--- config.mk ---
export PLATFORM = sky130hd
export DESIGN_NAME = ysyx_22040365_ifu
export DESIGN_NICKNAME = d
export VERILOG_FILES = /design/src/rtl/ysyx_22040365_ifu.sv
export SDC_FILE = /design/constraint.sdc
export NUM_CORES = 1
export LEC_CHECK = 0
export ABC_AREA = 1
export CAP_MARGIN = 10
export CORE_UTILIZATION = 30
export CTS_BUF_LIST = sky130_fd_sc_hd__clkbuf_2 sky130_fd_sc_hd__clkbuf_4 sky130_fd_sc_hd__clkbuf_8
export DETAILED_ROUTE_END_ITERATION = 6
export SLEW_MARGIN = 20
export SYNTH_ARGS = -nofsm -noshare
export SYNTH_HDL_FRONTEND = slang
export SYNTH_SLANG_ARGS = --single-unit
--- constraint.sdc ---
create_clock -name clk -period 1.9 [get_ports clk]
set_input_delay 0.38 -clock clk [delete_from_list [all_inputs] [get_ports clk]]
set_output_delay 0.38 -clock clk [all_outputs]
set_load 0.02 [all_outputs]
--- src/rtl/ysyx_22040365_ifu.sv ---
`default_nettype none
// ============================================================================
// Module      : ysyx_22040365_ifu
// Description : Instruction fetch unit. Holds the PC, issues one fetch request
//               at a time to instruction memory (valid/ready request channel,
//               in-order valid-only response channel), and hands the fetched
//               instruction plus its PC to decode under valid/ready. A redirect
//               from execute replaces the PC and squashes any instruction or
//               response that belongs to the old path.
//               Optional build macro YSYX_22040365_IFU_PERF_EN adds the
//               perf_fetch_cnt / perf_stall_cnt counter outputs.
// Revision    : 1.0 - initial release
// ============================================================================
module ysyx_22040365_ifu #(
    parameter int                 ADDR_W   = 64,
    parameter int                 INST_W   = 32,
    parameter logic [ADDR_W-1:0]  RESET_PC = 64'h8000_0000
) (
    input  logic              clk,
    input  logic              rst,
    output logic              imem_req_valid,
    input  logic              imem_req_ready,
    output logic [ADDR_W-1:0] imem_req_addr,
    input  logic              imem_rsp_valid,
    input  logic [INST_W-1:0] imem_rsp_data,
    output logic              inst_valid,
    input  logic              inst_ready,
    output logic [INST_W-1:0] inst,
    output logic [ADDR_W-1:0] inst_pc,
    input  logic              redirect_valid,
    input  logic [ADDR_W-1:0] redirect_pc
`ifdef YSYX_22040365_IFU_PERF_EN
    ,
    output logic [63:0]       perf_fetch_cnt,
    output logic [63:0]       perf_stall_cnt
`endif
);

    localparam logic [ADDR_W-1:0] c_PC_STEP = ADDR_W'(4);

    typedef enum logic [2:0] {
        ST_IDLE = 3'd0,
        ST_REQ  = 3'd1,
        ST_WAIT = 3'd2,
        ST_HOLD = 3'd3,
        ST_DROP = 3'd4
    } state_t;

    state_t              r_state;
    state_t              w_state_nx;
    logic [ADDR_W-1:0]   r_pc;
    logic [ADDR_W-1:0]   w_pc_nx;
    logic [INST_W-1:0]   r_inst;
    logic [INST_W-1:0]   w_inst_nx;
    logic [ADDR_W-1:0]   r_inst_pc;
    logic [ADDR_W-1:0]   w_inst_pc_nx;
    logic                r_inst_valid;
    logic                w_inst_valid_nx;

    // Redirect targets are always word aligned; the low two bits are dropped.
    logic [ADDR_W-1:0]   w_redirect_tgt;
    logic                w_unused_redirect_lsbs;

    assign w_redirect_tgt         = {redirect_pc[ADDR_W-1:2], 2'b00};
    assign w_unused_redirect_lsbs = &{1'b0, redirect_pc[1:0]};

    // Request is only presented in REQ, so at most one fetch is ever in flight.
    assign imem_req_valid = (r_state == ST_REQ);
    assign imem_req_addr  = r_pc;
    assign inst_valid     = r_inst_valid;
    assign inst           = r_inst;
    assign inst_pc        = r_inst_pc;

    // State and datapath registers.
    always_ff @(posedge clk or negedge rst) begin
        if (!rst) begin
            r_state      <= ST_IDLE;
            r_pc         <= RESET_PC;
            r_inst       <= '0;
            r_inst_pc    <= RESET_PC;
            r_inst_valid <= 1'b0;
        end else begin
            r_state      <= w_state_nx;
            r_pc         <= w_pc_nx;
            r_inst       <= w_inst_nx;
            r_inst_pc    <= w_inst_pc_nx;
            r_inst_valid <= w_inst_valid_nx;
        end
    end

    // Next-state and datapath update; a redirect wins over every other event.
    always_comb begin
        w_state_nx      = r_state;
        w_pc_nx         = r_pc;
        w_inst_nx       = r_inst;
        w_inst_pc_nx    = r_inst_pc;
        w_inst_valid_nx = r_inst_valid;

        case (r_state)
            ST_IDLE: begin
                w_state_nx = ST_REQ;
                if (redirect_valid) begin
                    w_pc_nx         = w_redirect_tgt;
                    w_inst_valid_nx = 1'b0;
                end
            end

            ST_REQ: begin
                if (redirect_valid) begin
                    w_pc_nx         = w_redirect_tgt;
                    w_inst_valid_nx = 1'b0;
                    // An accepted request still owes a response that must be eaten.
                    w_state_nx      = imem_req_ready ? ST_DROP : ST_REQ;
                end else if (imem_req_ready) begin
                    w_state_nx = ST_WAIT;
                end
            end

            ST_WAIT: begin
                if (redirect_valid) begin
                    w_pc_nx         = w_redirect_tgt;
                    w_inst_valid_nx = 1'b0;
                    // A response landing this same cycle is simply discarded.
                    w_state_nx      = imem_rsp_valid ? ST_REQ : ST_DROP;
                end else if (imem_rsp_valid) begin
                    w_inst_nx       = imem_rsp_data;
                    w_inst_pc_nx    = r_pc;
                    w_inst_valid_nx = 1'b1;
                    w_state_nx      = ST_HOLD;
                end
            end

            ST_HOLD: begin
                if (redirect_valid) begin
                    // Squash even when decode is accepting in the same cycle.
                    w_pc_nx         = w_redirect_tgt;
                    w_inst_valid_nx = 1'b0;
                    w_state_nx      = ST_REQ;
                end else if (inst_ready) begin
                    w_pc_nx         = r_pc + c_PC_STEP;
                    w_inst_valid_nx = 1'b0;
                    w_state_nx      = ST_REQ;
                end
            end

            ST_DROP: begin
                if (redirect_valid) begin
                    w_pc_nx         = w_redirect_tgt;
                    w_inst_valid_nx = 1'b0;
                end else if (imem_rsp_valid) begin
                    w_state_nx = ST_REQ;
                end
            end

            default: begin
                w_state_nx      = ST_IDLE;
                w_inst_valid_nx = 1'b0;
            end
        endcase
    end

`ifdef YSYX_22040365_IFU_PERF_EN
    logic [63:0] r_perf_fetch_cnt;
    logic [63:0] r_perf_stall_cnt;
    logic        w_fetch_hit;
    logic        w_stall_hit;

    assign w_fetch_hit    = r_inst_valid && inst_ready && !redirect_valid;
    assign w_stall_hit    = ((r_state == ST_REQ) && !imem_req_ready) || (r_state == ST_WAIT);
    assign perf_fetch_cnt = r_perf_fetch_cnt;
    assign perf_stall_cnt = r_perf_stall_cnt;

    // Delivered-instruction and memory-stall counters, free-running with wrap.
    always_ff @(posedge clk or negedge rst) begin
        if (!rst) begin
            r_perf_fetch_cnt <= 64'd0;
            r_perf_stall_cnt <= 64'd0;
        end else begin
            if (w_fetch_hit) begin
                r_perf_fetch_cnt <= r_perf_fetch_cnt + 64'd1;
            end
            if (w_stall_hit) begin
                r_perf_stall_cnt <= r_perf_stall_cnt + 64'd1;
            end
        end
    end
`endif

endmodule
`default_nettype wire

Word level (Yosys, flattened, before mapping)
Index checks and enable logic that the tools add are counted.

Memories: 0. Logic and storage cells: 47. Bits in read-only memories: 0. Bits in latches: 0. Register bits after elaboration: 164. Output and inout bits: 162. Bits in writable memories: 0. Input bits: 102.

Multipliers: 0. Div/mod/pow operators: 0. Add/sub/neg operators: 1. Shifts and indexed selects: 0. Reduce and logical (&&, ||, !) cells: 8. Bitwise gates (word level): 1. Multiplexer cells: 21. Order comparisons: 0. Equality and inequality tests: 11.

Operators by type and width (count): $mux 64 (3); $pmux 64 s2 (1); $add 64x3->64 const B (1); $mux 3 (10); $pmux 3 s5 (1); $reduce_and 3->1 (3); $eq 3x2->1 const B (2); $ne 3x3->1 const B (2); $mux 1 (5); $reduce_and 5->1 (1); $ne 2x1->1 const B (2); $ne 2x2->1 const B (2); $reduce_or 4->1 (1); $eq 3x1->1 const B (1); $eq 3x3->1 const B (1); $logic_not 3->1 (1); $ne 3x1->1 const B (1); $pmux 1 s3 (1); $reduce_or 3->1 (1); $reduce_bool 2->1 (1); $not 1->1 (1).

Longest topological paths before layout
Word-level depth: 4. Gate-level depth with buffers: 11. Depth with buffers taken out: 11.

Worst setup path after synthesis
No wires, ideal clock.

Kind: reg2reg. Start: reg r_pc[2] (netlist: imem_req_addr[2]). End: reg r_pc[34] (netlist: imem_req_addr[34]). Setup time: 0.131 ns. Setup slack: 0.068 ns. Period minus slack after synthesis: 1.832 ns. Data arrival time: 1.701 ns. Buffers on the path: 0. Stages on the path, launching flop included: 11. Data required time: 1.769 ns. Cell sequence: dfrtp_1 ha_1 nand2_1 nor2_4 nand2_1 nor2_2 nand2_1 nand2_1 nand2_1 nor2_1 o22ai_2.

Cells in the longest elaborated chain, start to end: 4.

RTL lines: start: declaration (RTL line 51) `logic [ADDR_W-1:0] r_pc;`; start signal: assignment (RTL line 84) `r_pc <= w_pc_nx;`; $add 64x3->64 (RTL line 140) `w_pc_nx = r_pc + c_PC_STEP;`; $mux 64 (RTL line 139) `end else if (inst_ready) begin`; $mux 64 (RTL line 134) `if (redirect_valid) begin`; $pmux 64 s2 (RTL line 99) `case (r_state)`.

No other way between the ends. The select of a mux whose other input is x is not followed. A chain may end at the register's enable or synchronous reset.

Worst setup path after layout
Start: reg r_pc[31] (netlist: imem_req_addr[31]). End: reg r_pc[55] (netlist: imem_req_addr[55]).

The elaborated chain is that of the path after synthesis.

==> results.ini <==
[placement]
pre_cts_ws_ns = -0.1415
gp_congestion = 0.8939
port_buffers = 257
hpwl_after_detailed_placement_um = 26660
placedCellCount = 1913

[yosys]
synth.mux.area_fraction_pct = 6.117
synthTopCellsByArea = sky130_fd_sc_hd__dfrtp_1 (45%), sky130_fd_sc_hd__nand2_1 (15%), sky130_fd_sc_hd__nor2_1 (8.9%), sky130_fd_sc_hd__mux2_2 (5.1%), sky130_fd_sc_hd__nand3_1 (4.6%)
netlist_area_um2 = 8836
synthXorXnorAreaFrac_pct = 1.189
yosys.area_share.adder_pct = 0.1416
syn_inst = 1186
ys_seq_area_share_pct = 45.34
synth-compound-area-share_pct = 8.298
synth_warnings = 0
yosys.area.top_type = sky130_fd_sc_hd__dfrtp_1
post_synth_and_or_nand_nor_area_fraction_pct = 31.99
yosys_register_bits = 160
syn-mean-instance-area_um2 = 7.450
flip_flop_cell_with_the_highest_count_after_synthesis = sky130_fd_sc_hd__dfrtp_1
count_of_cell_types_in_the_netlist = 39
synth_top_area_share_pct = 44.75
synth-edff-count = 0
combinational_family_with_the_most_area_after_synthesis = simple AND/OR/NAND/NOR gates
postSynth.asyncResetShare_pct = 100.0

[run_status]
run_status = completed

[die]
core_area_um2 = 28860
die_w_um = 173.6
die_area_um2 = 30140
top_level_ports = 264
initial_core_util_pct = 30.62
placementRows = 62
dieHeight_um = 173.6

[grt]
grt_pass1_wl_um = 51910
grt-ovfl-total = 0
global_route.usage.total_pct = 22.30
number_of_antenna_violations_at_the_first_check_in_global_routing = 0
grt_max_degree = 51
grt_pass1_vias = 8907

[worst_setup_path]
worst-r2r-cell-count = 9
worstPathArrival_ns = 2.24
timing.critical_path.from_type = register
timing.critical_path.to_type = register
criticalPathCategory = reg2reg
critical_path_required_ns = 2.27
crit_fanout = 3
ff2ff_setup_slack_ns = 0.03

[route]
routed-wl-met2_um = 15180
ant_nets = 0
drt_iter0_markers = 674
avgRoutedWirePerCell_um = 17.12
drtPass1Iterations = 6
vias = 9153
drt-vias-per-instance = 4.694
wl_um = 33390
wl_met3_um = 1802
met1Wirelength_um = 15850
highest_layer = met4
detail_route.drc_violations = 0

[cts]
clk_root_buffer_cell = sky130_fd_sc_hd__clkbuf_8
clock_sink_count = 160
max-clock-path-buffers = 2
cts_inserted_buffers = 17
clock_latency_ns = 0.47
h-tree-depth = 4
tritoncts = yes
clkSlewWorstSetupHoldPaths_ns = 0.10

[timing]
final_hold_viol_count = 0
timing.clock.skew_ns = 0.01743
setup-violations-final = 0
max_frequency_mhz = 534.3
finalCritPeriodShare_pct = 98.51
setup_tns_ns = 0
fin_ws_ns = 0.02826
final_report_max_slew_violation_count = 0
finalCriticalPeriod_ns = 1.872
grt_setup_unrepaired = true

[pwr]
seq_power_share_pct = 31.8
p_clk_share_pct = 13.1
static_leakage_nw = 6.274
p_int_mw = 11.02
total_switching_power_mw = 9.310
comb_power_share_pct = 55.1
ir_worst_vdd_v = 0.0005460
power.density_nw_per_um2 = 1524
netSwitchingFraction_pct = 45.79

[final_layout]
filler_cell_count = 2932
final_layout_size_suffix_gt1_share_pct = 16.99
utilization_pct = 46.23
post_layout_nonfiller_instances = 1950
ant_diodes = 0
syn2layout_area_growth_pct = 50.98
fin_nets = 1656

[min_path]
type_of_the_worst_min_delay_path = in2async

[run]
max_cap_violations = 0

-- sequential cells by signal, summed over array words and instances (netlist names) --
register       flops
inst              32
inst_pc           62
r_state            3
inst_valid         1
imem_req_addr     62
-- path summary, 6_finish.rpt --
check / start / endpoint
max: imem_req_addr[31]$_DFFE_PN1P_ / imem_req_addr[55]$_DFFE_PN0P_
min: rst / inst_pc[10]$_DFFE_PN0P_
max reg2reg: imem_req_addr[31]$_DFFE_PN1P_ / imem_req_addr[55]$_DFFE_PN0P_
min reg2reg: inst_pc[31]$_DFFE_PN1P_ / inst_pc[31]$_DFFE_PN1P_
max in group asynchronous: rst / imem_req_addr[50]$_DFFE_PN0P_
min in group clk: inst_pc[31]$_DFFE_PN1P_ / inst_pc[31]$_DFFE_PN1P_
-- metrics by stage --
step | hold WS (ns) | power [mW] | instance area [um^2]
after floorplan | 0.08441 | 11.97 | 8847
after global placement | 0.3166 | 17.99 | 12860
after detailed placement | 0.3144 | 18.14 | 12860
after CTS | 0.3743 | 20.37 | 13200
after global routing | 0.4125 | 21.69 | 13340
final | 0.4028 | 20.33 | 13340
-- routing by layer --
metal	vias up	GRT usage (%)
met2	279	34.87
met5	-	0
li1	4520	-
met3	32	3.224
met4	0	6.287
met1	4322	31.98
-- cells by family after synthesis --
logic type / count (synthesis)
AO/OA/AOI/OAI: 133
XOR/XNOR: 12
adder cells (fa/ha/maj): 1
buffers and inverters: 138
flip-flops: 160
multiplexers: 48
other: 1
AND/OR/NAND/NOR: 693
-- repair_timing --
item | 4_1_cts | 5_1_grt
endpoints found under the hold margin | 29 | 0
resized for setup | 76 | 35
pin swaps | 0 | 6
setup endpoints to repair | 78 | 43
hold buffers | 1 | 0
buffers inserted | 0 | 4
-- cells in the mapped netlist (3+ instances only) --
cell,number
sky130_fd_sc_hd__buf_2,18
sky130_fd_sc_hd__nor2_1,209
sky130_fd_sc_hd__o21ai_1,34
sky130_fd_sc_hd__dfrtp_1,158
sky130_fd_sc_hd__nor2_2,7
sky130_fd_sc_hd__o21ai_0,64
sky130_fd_sc_hd__o22ai_1,3
sky130_fd_sc_hd__nand2_1,364
sky130_fd_sc_hd__clkbuf_1,14
sky130_fd_sc_hd__buf_6,4
sky130_fd_sc_hd__a21oi_2,6
sky130_fd_sc_hd__buf_4,10
sky130_fd_sc_hd__a21oi_1,16
sky130_fd_sc_hd__nand3_1,82
sky130_fd_sc_hd__mux2_2,40
sky130_fd_sc_hd__xor2_1,10
sky130_fd_sc_hd__mux2_1,8
sky130_fd_sc_hd__nand4_1,17
sky130_fd_sc_hd__nand2_2,4
sky130_fd_sc_hd__nor3_1,5
sky130_fd_sc_hd__inv_1,86
sky130_fd_sc_hd__inv_2,5
-- power by group through the flow --
stage / sequential, mW / clock (mW) / combinational [mW]
floorplan: 8.27 / 0 / 3.69
global placement: 6.49 / 0 / 11.5
detailed placement: 6.52 / 0 / 11.6
CTS: 6.46 / 2.73 / 11.2
global route: 6.70 / 2.87 / 12.1
finish: 6.47 / 2.67 / 11.2
-- layout make-up --
class	count	area, um^2	area share, %
Tap cell	384	480.5	3.602
Timing Repair Buffer	392	3756	28.16
Clock inverter	13	146.4	1.097
Inverter	91	344.1	2.579
Multi-Input combinational cell	891	4347	32.58
Clock buffer	19	255.2	1.913
Sequential cell	160	4011	30.07
-- worst max-delay path, cell delays in order, from the launching register on --
cell	delay (ns)
sky130_fd_sc_hd__dfstp_2	0.59
sky130_fd_sc_hd__nand2_1	0.09
sky130_fd_sc_hd__nor2_1	0.14
sky130_fd_sc_hd__nand2_1	0.12
sky130_fd_sc_hd__nor2_1	0.26
sky130_fd_sc_hd__nand2_1	0.16
sky130_fd_sc_hd__o21ai_0	0.18
sky130_fd_sc_hd__nand3_1	0.12
sky130_fd_sc_hd__nand2_1	0.07
sky130_fd_sc_hd__nand2_1	0.05
-- cells in the final DEF, fill, tap and decap left out, types with 7 or more instances in the layout --
cell,instances
sky130_fd_sc_hd__clkdlybuf4s50_1,183
sky130_fd_sc_hd__buf_12,18
sky130_fd_sc_hd__nor2_1,198
sky130_fd_sc_hd__buf_4,116
sky130_fd_sc_hd__mux2_2,40
sky130_fd_sc_hd__nand4_1,17
sky130_fd_sc_hd__nand2_1,361
sky130_fd_sc_hd__o21ai_0,63
sky130_fd_sc_hd__a21oi_1,15
sky130_fd_sc_hd__inv_1,85
sky130_fd_sc_hd__o21ai_1,34
sky130_fd_sc_hd__nor2_4,7
sky130_fd_sc_hd__dlygate4sd2_1,62
sky130_fd_sc_hd__dfrtp_1,154
sky130_fd_sc_hd__mux2_1,8
sky130_fd_sc_hd__clkbuf_8,18
sky130_fd_sc_hd__nand3_1,81
sky130_fd_sc_hd__nor2_2,13
sky130_fd_sc_hd__dlymetal6s2s_1,9
sky130_fd_sc_hd__xor2_1,10
Power figures use the tool's default switching activity.
